`src/rtl/pulse_to_level_pkg.sv`:
```
// Shared definitions for the pulse/level converter family: state encoding and sizing helpers.
package pulse_to_level_pkg;

  localparam int unsigned STATE_W = 2;

  typedef enum logic [STATE_W-1:0] {
    IDLE = 2'b00,
    HOLD = 2'b01,
    GAP  = 2'b10
  } state_e;

  // Gap counter width; at least one bit even when the gap is disabled.
  function automatic int unsigned gap_cnt_w(input int unsigned gap_cycles);
    if (gap_cycles == 0) begin
      return 1;
    end
    return $clog2(gap_cycles + 1);
  endfunction

endpackage

```
`src/rtl/pulse_to_level_down_counter_ld.sv`:
```
// Loadable down counter that saturates at zero; zero flag reflects the current count.
module down_counter_ld #(
  parameter int unsigned W = 8
) (
  input  logic         clk,
  input  logic         reset,
  input  logic         load,
  input  logic [W-1:0] load_val,
  input  logic         en,
  output logic         zero
);

  logic [W-1:0] cnt;

  // Load wins over decrement; decrement only from a nonzero count.
  always_ff @(posedge clk) begin
    if (reset) begin
      cnt <= '0;
    end else if (load) begin
      cnt <= load_val;
    end else if (en && (cnt != '0)) begin
      cnt <= cnt - W'(1);
    end
  end

  assign zero = (cnt == '0);

endmodule

```
`src/rtl/pulse_to_level.sv`:
```
// Stretches single-cycle pulses into a level of programmable length, with optional
// retrigger and an enforced low gap before the next pulse is accepted.
module pulse_to_level
  import pulse_to_level_pkg::*;
#(
  parameter int unsigned WIDTH      = 8,
  parameter int unsigned GAP_CYCLES = 2,
  parameter int unsigned RETRIGGER  = 1
) (
  input  logic               clk,
  input  logic               reset,
  input  logic               pulse,
  input  logic [WIDTH-1:0]   hold_len,
  output logic               level,
  output logic               busy,
  output logic               missed,
  output logic [STATE_W-1:0] state
);

  localparam int unsigned      GAP_W    = gap_cnt_w(GAP_CYCLES);
  localparam int unsigned      GAP_INIT = (GAP_CYCLES > 0) ? (GAP_CYCLES - 1) : 0;
  localparam logic [GAP_W-1:0] GAP_LOAD = GAP_W'(GAP_INIT);

  state_e           state_q;
  state_e           state_d;
  logic             level_d;
  logic             missed_d;
  logic             hold_load;
  logic             hold_en;
  logic             hold_zero;
  logic [WIDTH-1:0] len_m1;
  logic             gap_load;
  logic             gap_en;
  logic             gap_zero;

  // A zero length request is treated as a one-cycle level.
  assign len_m1 = (hold_len == '0) ? '0 : (hold_len - WIDTH'(1));

  down_counter_ld #(
    .W (WIDTH)
  ) u_hold_cnt (
    .clk      (clk),
    .reset    (reset),
    .load     (hold_load),
    .load_val (len_m1),
    .en       (hold_en),
    .zero     (hold_zero)
  );

  down_counter_ld #(
    .W (GAP_W)
  ) u_gap_cnt (
    .clk      (clk),
    .reset    (reset),
    .load     (gap_load),
    .load_val (GAP_LOAD),
    .en       (gap_en),
    .zero     (gap_zero)
  );

  // State and output registers.
  always_ff @(posedge clk) begin
    if (reset) begin
      state_q <= IDLE;
      level   <= 1'b0;
      missed  <= 1'b0;
    end else begin
      state_q <= state_d;
      level   <= level_d;
      missed  <= missed_d;
    end
  end

  assign state = state_q;
  assign busy  = (state_q != IDLE);

  // Next-state, next-output and counter control.
  always_comb begin
    state_d   = state_q;
    level_d   = 1'b0;
    missed_d  = 1'b0;
    hold_load = 1'b0;
    hold_en   = 1'b0;
    gap_load  = 1'b0;
    gap_en    = 1'b0;

    case (state_q)
      IDLE: begin
        if (pulse) begin
          hold_load = 1'b1;
          level_d   = 1'b1;
          state_d   = HOLD;
        end
      end

      HOLD: begin
        if (pulse && (RETRIGGER != 0)) begin
          hold_load = 1'b1;
          level_d   = 1'b1;
        end else begin
          missed_d = pulse;
          if (!hold_zero) begin
            hold_en = 1'b1;
            level_d = 1'b1;
          end else if (GAP_CYCLES != 0) begin
            gap_load = 1'b1;
            state_d  = GAP;
          end else begin
            state_d = IDLE;
          end
        end
      end

      GAP: begin
        missed_d = pulse;
        if (gap_zero) begin
          state_d = IDLE;
        end else begin
          gap_en = 1'b1;
        end
      end

      // The unused encoding falls back to IDLE with the level low.
      default: begin
        state_d = IDLE;
      end
    endcase
  end

endmodule

```
`config.mk`:
```
export PLATFORM = sky130hd
export DESIGN_NAME = pulse_to_level
export DESIGN_NICKNAME = d
export VERILOG_FILES = /design/src/rtl/pulse_to_level_pkg.sv /design/src/rtl/pulse_to_level_down_counter_ld.sv /design/src/rtl/pulse_to_level.sv
export SDC_FILE = /design/constraint.sdc
export NUM_CORES = 1
export LEC_CHECK = 0
export ABC_AREA = 1
export CELL_PAD_IN_SITES_DETAIL_PLACEMENT = 0
export CELL_PAD_IN_SITES_GLOBAL_PLACEMENT = 2
export CORE_MARGIN = 3
export CORE_UTILIZATION = 29
export CTS_BUF_LIST = sky130_fd_sc_hd__clkbuf_16
export CTS_CLUSTER_DIAMETER = 200
export DETAILED_ROUTE_END_ITERATION = 12
export DONT_BUFFER_PORTS = 1
export GPL_TIMING_DRIVEN = 0
export PLACE_DENSITY_LB_ADDON = 0.1
export SYNTH_ARGS = -nofsm -noshare
export SYNTH_HDL_FRONTEND = slang
export SYNTH_HIERARCHICAL = 1
export SYNTH_SLANG_ARGS = --single-unit
export TNS_END_PERCENT = 50
```
`constraint.sdc`:
```
create_clock -name clk -period 1.6 [get_ports clk]
set_input_delay 0.4 -clock clk [delete_from_list [all_inputs] [get_ports clk]]
set_output_delay 0.4 -clock clk [all_outputs]
set_load 0.01 [all_outputs]
```
==> results of run 1 <==
synthesized netlist by cell type:
master | instances | area [um2]
sky130_fd_sc_hd__a21oi_1 | 8 | 40.0
sky130_fd_sc_hd__clkbuf_1 | 1 | 3.75
sky130_fd_sc_hd__clkinv_2 | 1 | 5.00
sky130_fd_sc_hd__conb_1 | 2 | 7.51
sky130_fd_sc_hd__dfxtp_1 | 14 | 280
sky130_fd_sc_hd__ha_1 | 5 | 62.6
sky130_fd_sc_hd__inv_1 | 37 | 139
sky130_fd_sc_hd__inv_2 | 4 | 15.0
sky130_fd_sc_hd__nand2_1 | 54 | 203
sky130_fd_sc_hd__nand2_2 | 2 | 12.5
sky130_fd_sc_hd__nand2_4 | 3 | 33.8
sky130_fd_sc_hd__nand3_1 | 19 | 95.1
sky130_fd_sc_hd__nand3_2 | 1 | 10.0
sky130_fd_sc_hd__nand3b_1 | 1 | 7.51
sky130_fd_sc_hd__nand4_1 | 3 | 18.8
sky130_fd_sc_hd__nor2_1 | 31 | 116
sky130_fd_sc_hd__nor2_2 | 2 | 12.5
sky130_fd_sc_hd__nor2_4 | 2 | 22.5
sky130_fd_sc_hd__nor3_1 | 1 | 5.00
sky130_fd_sc_hd__nor3_4 | 1 | 16.3
sky130_fd_sc_hd__nor4_1 | 1 | 6.26
sky130_fd_sc_hd__o21ai_0 | 5 | 25.0
sky130_fd_sc_hd__o21ai_1 | 1 | 5.00
sky130_fd_sc_hd__o21ai_2 | 1 | 8.76
sky130_fd_sc_hd__xnor2_1 | 1 | 8.76
sky130_fd_sc_hd__xor2_1 | 2 | 17.5
registers in the layout, indices dropped and copies added (netlist names):
signal	cells
state	2
missed	1
u_gap_cnt/cnt	2
u_hold_cnt/cnt	8
level	1
worst min-delay path by stage:
stage,startpoint,to,slack (ns),depth (start not counted)
CTS,reset,state[1]$_SDFFE_PP0P_,0.22,1
floorplan,u_hold_cnt/cnt[0]$_SDFFE_PP0P_,u_hold_cnt/cnt[0]$_SDFFE_PP0P_,0.47,2
detailed placement,reset,state[1]$_SDFFE_PP0P_,0.47,1
finish,reset,u_hold_cnt/cnt[3]$_SDFFE_PP0P_,0.21,1
global route,reset,u_hold_cnt/cnt[3]$_SDFFE_PP0P_,0.21,1
global placement,reset,u_hold_cnt/cnt[3]$_SDFFE_PP0P_,0.47,1
metal layers:
layer / vias to the layer above / routed length, um / GRT usage (%)
li1: 634 / - / -
met1: 485 / 1340 / 14.8
met2: 26 / 1290 / 19.9
met3: 2 / 137 / 3.19
met4: 0 / 29 / 5.11
met5: - / 0 / 0
critical path: cells and delay by family, from the launching register on:
kind | cells | cell delay [ns]
adder cells (fa/ha/maj) | 1 | 0.21
buffers and inverters | 3 | 0.16
flip-flops | 1 | 0.33
AND/OR/NAND/NOR | 8 | 0.66
cell type report:
type | instances | area [um2]
timing repair buffer | 4 | 30.0
tap | 48 | 60.1
multi-input combinational | 146 | 776
buffer | 1 | 5.00
inverter | 42 | 165
clock inverter | 1 | 3.75
fill | 437 | 2400
clock buffer | 3 | 75.1
sequential | 14 | 283
where the power goes:
| group | total [uW] | leakage, uW | internal (uW) | switching (uW) |
|---|---|---|---|---|
| logic | 353 | 0.000584 | 136 | 217 |
| clock network | 476 | 0.0000385 | 331 | 145 |
| registers | 409 | 0.000116 | 378 | 30.1 |
| total | 1240 | 0.000738 | 845 | 393 |
through the flow:
| stage | util (%) | setup slack, ns | hold WS [ns] |
|---|---|---|---|
| 6_report | 36.8 | 0.125 | 0.214 |
| 5_1_grt | 36.8 | 0.00352 | 0.207 |
| 4_1_cts | 35.1 | 0.0129 | 0.216 |
| 3_5_place_dp | 32.6 | -0.167 | 0.473 |
| 3_3_place_gp | 32.6 | -0.172 | 0.471 |
| 2_1_floorplan | - | 0.0577 | 0.468 |
repair_timing:
item / in CTS / in global routing
resized for setup: 7 / 12
pin swaps: 1 / 7
setup endpoints to repair: 10 / 10
hold endpoints to repair: 0 / 0
setup buffers: 0 / 4
kinds of logic (layout without fill, tap and decap cells):
family | count (synthesis) | after routing | synth area share (%)
AOI/OAI and AO/OA | 15 | 15 | 6.69
DFF | 14 | 14 | 23.8
adders and majority gates | 5 | 5 | 5.31
and+or+nand+nor | 121 | 121 | 47.5
other | 2 | 2 | 0.638
buffers and inverters | 43 | 51 | 13.8
xor gates and xnor gates | 3 | 3 | 2.23
==> metrics list, run 1 <==
- Walking the worst path, the cells encountered are inv_2 -> ha_1 -> nand2_2 -> nor2_4 -> inv_1 -> nand2_2 -> nor2_4 -> nand2_4 -> nand2_8 -> clkinv_4 -> nor2_2 -> nor2_1.
- Number of antenna violations at the first check in global routing: 0
- The number of clock buffers added by TritonCTS is 3.
- The worst setup path is of the register to register kind.
- For this design the top-level I/O count stands at 16.
* Root buffer selected by CTS: sky130_fd_sc_hd__clkbuf_16
- Top achievable clock speed: 0.678 GHz
- Wire length of the first global-routing pass: 4.75 mm
- The mapped netlist covers 0.00118 mm2.
- Number of pins with negative max-slew slack in the final report: 0
- Area growth from synthesis to layout: 18.7%
* Die height: 69.7 um
- Origin of the worst setup path: u_hold_cnt/cnt[0]$_SDFFE_PP0P_
- Summed over all cells, the static leakage comes to 0.000738 uW.
- The worst register-to-register path begins at u_hold_cnt/cnt[0]$_SDFFE_PP0P_.
* Slack of the worst reg-to-reg path: 0.12 ns
- Highest net fanout along the worst path: 6
- Final period demand of the worst path: 1.48 ns
- Global routing consumed, over all layers together, about an eighth of the routing resources.
- # H-tree levels: 1
- Maximum number of pins on one net before global-route repair: 11
* Type of origin of the critical path: register
- For this run, the number of Yosys warnings is 6.
* Post-Synthesis Net Count: 219
- Overall power consumption: 1240 uW
- The later pin in the worst-skew pair is clocked with a latency of 0.24 ns.
- Number of DRC markers after the initial detailed-route iteration: 53
- The number of cells on the worst reg-to-reg path is 12.
- Clock tree from TritonCTS: done
* Initial Utilization: 31.0%
* Final Hold Viols: 0
* Share of the yosys chip area belonging to registers: a little under a quarter
- Type of element capturing the critical path: register
- Via count: 1147
- Final WL: 2.79 mm
- Status: finished, final reports clean
- The die covers 0.00486 mm2.
- Counting distinct cell types in the post-synthesis netlist gives 26.
- Mapped Avg Cell Area: between 5 and 6 um2
- Post-DRT Antenna Nets: 0
* Cell Pwr Density: 886 mW/mm2
- The first TritonRoute pass finished after 4 iterations.
* Share of post-route cells with drive strength above 1: 17.1%
* Die Span X: 69.7 um
- Hpwl dp: 2.28 mm
* Vias per Instance: ~4.4
- Adding up every negative setup slack in the final design gives 0 ns.
- Excluding fillers, the count of instances in the completed layout stands at ~260.
* Leftover overflow at the end of global routing: 0
* CP max stage delay: 0.33 ns
- Vias in the first global route: 1063
- Counting flops and latches in the post-synthesis netlist gives 14.
- After detailed routing, the number of remaining DRC violations is 0.
* Post-route design area: between 0.001 and 0.0015 mm2
* Hold Crit Class: input pin to register
* Leading cell type in the layout, fill and taps excluded: sky130_fd_sc_hd__nand2_1
- Summing all placed instances gives a cell area of about 0.0012 mm2.
- Buffers placed on the I/O ports in this run total 0.
- The initialized floorplan defines 22 standard-cell rows.
- Worst IR Drop VDD: 0.315 mV
- Last weighted congestion value of the routability-driven placer: 0.721
- Dividing the detail-routed wire length by the instance count gives 10.8 um.
- The region available for standard cell placement spans 0.00380 mm2.
- Number of endpoints failing setup at the final stage: 0
* Number of diodes: 0
- Hold bufs inserted after CTS: 0
- Final clock period utilization by the worst path: 92.2%
- Required time worst endpoint: roughly 1.7 ns
- In the layout the commonest cells are sky130_fd_sc_hd__nand2_1 (52), sky130_fd_sc_hd__inv_1 (35), sky130_fd_sc_hd__nor2_1 (26), sky130_fd_sc_hd__nand3_1 (19), sky130_fd_sc_hd__dfxtp_1 (12).
* Count of mapped cells out of synthesis: 203
* Slowest cell on the critical path: sky130_fd_sc_hd__dfxtp_1
- Total of max-cap violations: 0
* Critical R2R Capture: u_hold_cnt/cnt[1]$_SDFFE_PP0P_
* WP data arrival: 1.61 ns
- Setup repair after global routing left no endpoint under its margin.
* Placed instance count: approximately 250
* Total number of clock tree sinks: 14
- Clock-pin slew was measured on the worst setup and hold paths at 0.05 ns.
- In the final design database the tool counted 228 nets.
* Capturing element of the worst setup path: u_hold_cnt/cnt[1]$_SDFFE_PP0P_
- In this run the deepest clock path goes through 2 buffers.
- Final worst clock skew: 0.00175 ns
(Power assumes the default switching activity.)
==> run 2: changes to the inputs <==
- CTS_CLUSTER_DIAMETER: 200 -> 80
- GPL_ROUTABILITY_DRIVEN: unset -> 1
==> results of run 2 <==
Same layout as run 1: the final DEF is identical, and so are final timing and power.
